## src/rtl/board_level_data_physical_decoder.sv

```systemverilog
// Receive-side 6b/8b symbol decoder: classifies input FIFO bytes, checks framing, and queues tokens.
// Optional macro DECODER_ERR_CNT_EN builds the saturating err_count; otherwise err_count is tied to 0.
module board_level_data_physical_decoder #(
  parameter int unsigned BUF_DEPTH = 4,
  parameter int unsigned CNT_W     = 16
) (
  input  logic             clk,
  input  logic             rst_n,
  input  logic             empty,
  output logic             rd,
  input  logic             valid,
  input  logic [7:0]       encoded_data,
  input  logic             full,
  output logic             wr,
  output logic             frame_start,
  output logic             frame_end,
  output logic             frame_abort,
  output logic [5:0]       raw_data,
  output logic             frame_active,
  output logic [CNT_W-1:0] frame_count,
  output logic [CNT_W-1:0] err_count
);

  localparam int unsigned AW = (BUF_DEPTH > 1) ? $clog2(BUF_DEPTH) : 1;
  localparam logic [AW+1:0] DEPTH_V = (AW+2)'(BUF_DEPTH);

  typedef enum logic {IDLE, IN_FRAME} state_t;

  state_t        state;
  logic          rd_pending;
  logic [8:0]    mem [BUF_DEPTH];
  logic [AW-1:0] wptr, rptr;
  logic [AW:0]   occ;
  logic [8:0]    head;
  logic [8:0]    push_tok;
  logic          accept, push, pop, start_ev, end_ev;

  assign accept = valid & rd_pending;

  // Reads in flight are counted against free space so the queue never overflows.
  assign rd = rst_n & ~empty &
              (({1'b0, occ} + {{(AW+1){1'b0}}, rd_pending}) < DEPTH_V);

  always_comb begin
    push     = 1'b0;
    start_ev = 1'b0;
    end_ev   = 1'b0;
    push_tok = '0;
    if (accept) begin
      if (encoded_data == 8'h01) begin
        push     = 1'b1;
        start_ev = 1'b1;
        push_tok = {state == IN_FRAME, 2'b01, 6'h00};
      end else if (state == IN_FRAME) begin
        if (encoded_data == 8'h02) begin
          push     = 1'b1;
          end_ev   = 1'b1;
          push_tok = {3'b010, 6'h00};
        end else if (encoded_data[1:0] == 2'b11) begin
          push     = 1'b1;
          push_tok = {3'b000, encoded_data[7:2]};
        end
      end
    end
  end

  always_ff @(posedge clk or negedge rst_n) begin
    if (!rst_n) begin
      state        <= IDLE;
      frame_active <= 1'b0;
      frame_count  <= '0;
      rd_pending   <= 1'b0;
    end else begin
      rd_pending <= rd;
      case (state)
        IDLE: begin
          if (start_ev) begin
            state        <= IN_FRAME;
            frame_active <= 1'b1;
            frame_count  <= frame_count + CNT_W'(1);
          end
        end
        IN_FRAME: begin
          if (start_ev) begin
            frame_count <= frame_count + CNT_W'(1);
          end else if (end_ev) begin
            state        <= IDLE;
            frame_active <= 1'b0;
          end
        end
        default: begin
          state        <= IDLE;
          frame_active <= 1'b0;
        end
      endcase
    end
  end

  always_ff @(posedge clk or negedge rst_n) begin
    if (!rst_n) begin
      wptr <= '0;
      rptr <= '0;
      occ  <= '0;
    end else begin
      if (push) wptr <= wptr + AW'(1);
      if (pop)  rptr <= rptr + AW'(1);
      case ({push, pop})
        2'b10:   occ <= occ + (AW+1)'(1);
        2'b01:   occ <= occ - (AW+1)'(1);
        default: occ <= occ;
      endcase
    end
  end

  always_ff @(posedge clk) begin
    if (push) mem[wptr] <= push_tok;
  end

  assign head        = mem[rptr];
  assign wr          = (occ != '0) & ~full;
  assign pop         = wr;
  assign frame_start = wr & head[6];
  assign frame_end   = wr & head[7];
  assign frame_abort = wr & head[8];
  assign raw_data    = wr ? head[5:0] : 6'h00;

`ifdef DECODER_ERR_CNT_EN
  logic err_ev;

  // Errors: anything but START/FILL while idle; START or BAD inside a frame.
  assign err_ev = accept & (
      (state == IDLE     && encoded_data != 8'h00 && encoded_data != 8'h01) ||
      (state == IN_FRAME && (encoded_data == 8'h01 ||
                             (encoded_data != 8'h00 && encoded_data != 8'h02 &&
                              encoded_data[1:0] != 2'b11))));

  always_ff @(posedge clk or negedge rst_n) begin
    if (!rst_n) begin
      err_count <= '0;
    end else if (err_ev && (err_count != '1)) begin
      err_count <= err_count + CNT_W'(1);
    end
  end
`else
  assign err_count = '0;
`endif

endmodule

```

## config.mk

```make
export PLATFORM = sky130hd
export DESIGN_NAME = board_level_data_physical_decoder
export DESIGN_NICKNAME = d
export VERILOG_FILES = /design/src/rtl/board_level_data_physical_decoder.sv
export SDC_FILE = /design/constraint.sdc
export NUM_CORES = 1
export LEC_CHECK = 0
export CAP_MARGIN = 20
export CORE_MARGIN = 2
export CORE_UTILIZATION = 30
export CTS_BUF_LIST = sky130_fd_sc_hd__clkbuf_4
export DETAILED_ROUTE_END_ITERATION = 10
export GPL_ROUTABILITY_DRIVEN = 0
export PLACE_DENSITY = 0.55
export SYNTH_ARGS = -nofsm -noshare
export SYNTH_HDL_FRONTEND = slang
export SYNTH_SLANG_ARGS = --single-unit
```

## constraint.sdc

```tcl
create_clock -name clk -period 5.5 [get_ports clk]
set_input_delay 0.55 -clock clk [delete_from_list [all_inputs] [get_ports clk]]
set_output_delay 0.55 -clock clk [all_outputs]
set_load 0.01 [all_outputs]
```

# Word-level counts from Yosys, hierarchy flattened

Memories as Yosys holds them, arrays and structs flattened.
Index checks and enable logic that the tools add are counted.

Bits in registers: 26
Bits in latches: 0
RAM bits: 36
ROM bits: 0
Input port bits: 13
Output and inout port bits: 44
Logic and storage cells: 65
Memories: 1

Memory list:

| name | words | bits a word | rd ports | clocked after Yosys merged registers in | write ports | RTL line | source |
|---|---|---|---|---|---|---|---|
| mem  | 4     | 9           | 1        | 0                                       | 1           | 31       | `logic [8:0] mem [BUF_DEPTH];` |

Add/sub/neg operators: 6
Multipliers: 0
Divide/modulo/power cells: 0
Order comparisons: 1
Eq/ne operators: 8
Shift-type cells: 0
Muxes and demuxes: 29
Bitwise operators: 10
Reductions and logical operators: 3

Operators with widths:

| kind                                                                         | number |
|---|---|
| 1-bit 2-to-1 mux                                                             | 19 |
| 9-bit 2-to-1 mux                                                             | 2 |
| 16-bit by 1-bit adder with 16-bit output, second input constant              | 1 |
| 16-bit 2-to-1 mux                                                            | 1 |
| 8-bit 2-to-1 mux                                                             | 2 |
| 6-bit 2-to-1 mux                                                             | 2 |
| 8-bit by 1-bit == test with 1-bit output, second input constant              | 1 |
| 8-bit by 2-bit == test with 1-bit output, second input constant              | 1 |
| 1-bit bitwise AND                                                            | 7 |
| 3-bit one-hot mux with 2 select lines                                        | 1 |
| 2-bit by 1-bit adder with 2-bit output, second input constant                | 2 |
| 3-bit by 1-bit adder with 4-bit output                                       | 1 |
| 2-bit == test, second input constant                                         | 2 |
| 4-bit by 3-bit less-than comparator with 1-bit output, second input constant | 1 |
| 2-bit != test, second input constant                                         | 2 |
| 1-bit one-hot mux with 2 select lines                                        | 2 |
| 3-bit by 1-bit adder with 3-bit output, second input constant                | 1 |
| 1-bit inverter                                                               | 3 |
| 3-bit AND reduction                                                          | 1 |
| 3-bit nonzero test                                                           | 1 |
| 3-bit by 1-bit subtractor with 3-bit output, second input constant           | 1 |
| 2-bit by 1-bit == test with 1-bit output, second input constant              | 1 |
| 2-bit by 1-bit != test with 1-bit output, second input constant              | 1 |
| 2-bit nonzero test                                                           | 1 |

# Depth between registers and ports, before layout

Word-level depth: 8
Mapped depth: 8
Depth with buffers taken out: 8

# Worst setup path after synthesis

No wires, ideal clock.

Path type: input -> register
Start point: input encoded_data[3]
End point: register occ[2]
Setup time: 0.125 ns
Arrival: 2.404 ns
Setup slack: 2.971 ns
Cell stages on the path: 8
Path buffers: 0
Cells stage by stage: or4_4 > nor2_1 > a21oi_1 > ha_1 > fa_1 > xnor2_1 > nor2_1 > xor2_1

Longest elaborated chain between the ends: 7
Elaborated cells on any way between the ends: 10
Classes of those cells: eq/ne (4); mux (5); reduce/logical (1)

RTL lines:

| item                                                                               | RTL line | source |
|---|---|---|
| start: declaration                                                                 | 12       | `input logic [7:0] encoded_data,` |
| 8-bit by 2-bit == test with 1-bit output                                           | 55       | `if (encoded_data == 8'h02) begin` |
| 1-bit 2-to-1 mux                                                                   | 55       |  |
| 1-bit 2-to-1 mux                                                                   | 54       | `end else if (state == IN_FRAME) begin` |
| 1-bit 2-to-1 mux *                                                                 | 50       | `if (encoded_data == 8'h01) begin` |
| 1-bit 2-to-1 mux *                                                                 | 49       | `if (accept) begin` |
| 2-bit by 1-bit == test with 1-bit output / 2-bit == test (equally long branches)   | 107      | `case ({push, pop})` |
| 3-bit one-hot mux with 2 select lines / 2-bit nonzero test (equally long branches) | --       |  |
| end signal: assignment                                                             | 108      | `2'b10: occ <= occ + (AW+1)'(1);` |
| end signal: assignment                                                             | 109      | `2'b01: occ <= occ - (AW+1)'(1);` |
| end: declaration                                                                   | 33       | `logic [AW:0] occ;` |

Mark *: on every way between the ends. The rest lies on a longest branch, timed or not.
A chain may end at the register's enable or synchronous reset.

# Final worst setup path

Start point: register rptr[0]
End point: output frame_end

Longest elaborated chain between the ends: 2

RTL lines:

| item                     | RTL line | source |
|---|---|---|
| start: declaration       | 32       | `logic [AW-1:0] wptr, rptr;` |
| start signal: assignment | 106      | `if (pop) rptr <= rptr + AW'(1);` |
| memory read 4 x 9 bit    | --       |  |
| 1-bit bitwise AND        | 123      | `assign frame_end = wr & head[7];` |
| end: declaration         | 16       | `output logic frame_end,` |

No other way between the ends.

==> results.toml <==
[cells_and_area]
fill_cells = 894
area_growth_pct = 22.1
drive_above_1_share = 0.132
n_antenna_cell = 0
fin_cells = 379
nets = 265

[die]
floorplan.initialDensity = 0.309
std_cell_rows = 35
die_w_um = 102
io_pins = 57
core_area_sq_mm = 0.00924
dieArea_sq_mm = 0.0103
die_h_um = 102

[timing]
slew_headroom = 0.358
setup_ws_ns = 2.56
drv_slew = 0
skew_ns = 0.00933
fin_crit_ns = 2.94
fmax_ghz = 0.340
finalCritPeriodShare = 0.535
holdWs_ns = 0.485
worstMarginPinSlew_ns = 0.961
setup_viol = 0
rsz0062_at_grt = "false"
setup_tns_ns = 0
hold_viol = 0

[clock_network]
cts-htree-levels = 3
cts_resized = 0
cts_buffers = 9
path_clk_slew_ns = 0.10
cts.sinks = 62
clockBufferDepth = 2
cts-root-buf = "clkbuf_4"
cts_tree = "built"
postCtsSetupRepairBufs = 0
postCtsHoldBufs = 0
clk_latency_ns = 0.38

[route]
viasPerCell = 4.25
routed_wire_length_per_instance_um = 13.7
drc_errors = 0
wl_mm = 5.18
num_vias = 1612
dr.first_iter.drc_count = 77
final_antenna_net_count = 0
drt_first_pass_iters = 4

[yosys]
synth_edf_count = 36
ys_ff_latch = 62
synth_top_area_share = 0.379
yosys.area.top_type = "edfxtp_1"
synth_ff_type = "edfxtp_1"
yosysWarnings = 0
synth.distinct_cells = 34
ys_async_sr_fraction = 0.419
syn_area_per_cell_sq_um = 14.6
synth_cells = 196
synth_area_sq_mm = 0.00285
synth_seq_area_share = 0.607
synthTopCellsByArea = "edfxtp_1, dfrtp_1, mux4_2"

[global_routing]
gr-total-overflow = 0
antenna_found_initial = 0
grt_pass1_wl_mm = 8.48
track_usage = 0.111
grt_pass1_vias = 1644
grt_max_degree = 28

[placement]
dp_hpwl_mm = 3.64
pre_cts_ws_ns = 2.25
place_inst = 363
portBuffers = 40

[pwr]
power.density_mw_per_mm2 = 325
fin_total_pwr_w = 0.00113
p_leak_nw = 1.28
ir_drop_mv = 0.136

[worst_setup_path]
critPathCaptureType = "primary output"
worst-setup-path-type = "flop to primary output"
cp.buffers_inverters = 1
slowest_stage = "dfrtp_1"
required_ns = 4.95
startpoint = "rptr[0]"
r2r_start = "rd_pending"
path_cells = "mux4_2 -> and2_1 -> clkdlybuf4s50_1"
arrival_ns = 2.39
cp_max_fo = 11
crit_family = "flip-flops"
start_kind = "flop"
slowest_delay_ns = 0.79

[min_path]
min-delay-start = "frame_count[15]"
hold_class = "flop to flop"

[outcome]
status = "complete, no violations"

[flow_run]
maxCapViolCount = 0
==> worst paths after layout <==
path | to | slack, ns | cells after the start
worst min-delay path | frame_count[15] | 0.49 | 1
min in group asynchronous | frame_count[14] | 0.53 | 2
worst max-delay path | frame_end | 2.56 | 3
worst max register to register | occ[1] | 3.25 | 6
max in group asynchronous | wptr[0] | 4.71 | 2
worst min register to register | frame_count[15] | 0.49 | 1
==> cells in the final DEF (no fill, tap or decap), types with 2 or more instances in the layout <==
cell             count
a21oi_1              2
and2_1              16
buf_4                2
clkbuf_4             9
clkdlybuf4s50_1     40
clkinv_1             2
clkinv_2             2
conb_1              16
dfrtp_1             26
edfxtp_1            36
ha_1                 6
inv_1                4
mux2_2               3
mux4_2               9
nand2_1              9
nand3_1              5
nand4_1              8
nor2_1               8
nor2b_1              4
nor3_1               2
nor4_4               2
o21ai_0              3
xnor2_1             18
xor2_1               3
==> flip-flops by register name, indices dropped and copies added, names as in the netlist <==
register	flops
mem	36
occ	3
wptr	2
frame_active	1
state	1
rptr	2
frame_count	16
rd_pending	1
==> Yosys cell counts, drive strengths merged, types with 2 or more instances <==
library cell / count
a21oi: 2
and2: 16
buf: 17
clkbuf: 2
dfrtp: 26
edfxtp: 36
ha: 6
inv: 4
mux2: 3
mux4: 9
nand2: 9
nand3: 5
nand4: 8
nor2: 8
nor2b: 4
nor3: 3
nor4: 2
o21ai: 3
xnor2: 18
xor2: 3
==> through the flow <==
stage                     utilization  area (sq um)
final                           0.377          3490
after global routing            0.377          3490
after CTS                       0.377          3490
after detailed placement        0.363          3350
after global placement          0.363          3350
after floorplan                     -          2910
==> report_power, final <==
part / switching [W] / internal, W / total [W]
sequential: 0.0000637 / 0.000519 / 0.000583
combinational: 0.0000891 / 0.000166 / 0.000255
clock: 0.000159 / 0.000136 / 0.000295
==> cell type report <==
cell class,count,area (sq um),area share
tap,129,161,0.0463
inverter,4,15.0,0.00431
multi-input combinational,126,1030,0.296
timing repair buffer,42,415,0.119
sequential,62,1730,0.497
clock buffer,9,67.6,0.0194
clock inverter,7,63.8,0.0183
==> kinds of logic (layout without fill, tap and decap cells) <==
logic type               Yosys count  in the layout  synth area share
multiplexers                      12             12            0.0829
AND/OR/NAND/NOR                   62             62             0.143
adder cells (fa/ha/maj)            7              7            0.0333
AO/OA/AOI/OAI                      8              8            0.0167
XOR/XNOR                          21             21            0.0644
other                              1             16           0.00131
buffers and inverters             23             62            0.0517
flip-flops                        62             62             0.607
==> layer usage <==
metal | vias to the layer above | routed length [um] | share of wire | track usage
li1 | 779 | - | - | -
met1 | 774 | 2490 | 0.48 | 0.149
met2 | 53 | 2360 | 0.46 | 0.168
met3 | 6 | 285 | 0.055 | 0.0476
met4 | 0 | 45 | 0.0087 | 0.0218
met5 | - | 0 | 0 | 0
(Power assumes the default switching activity.)
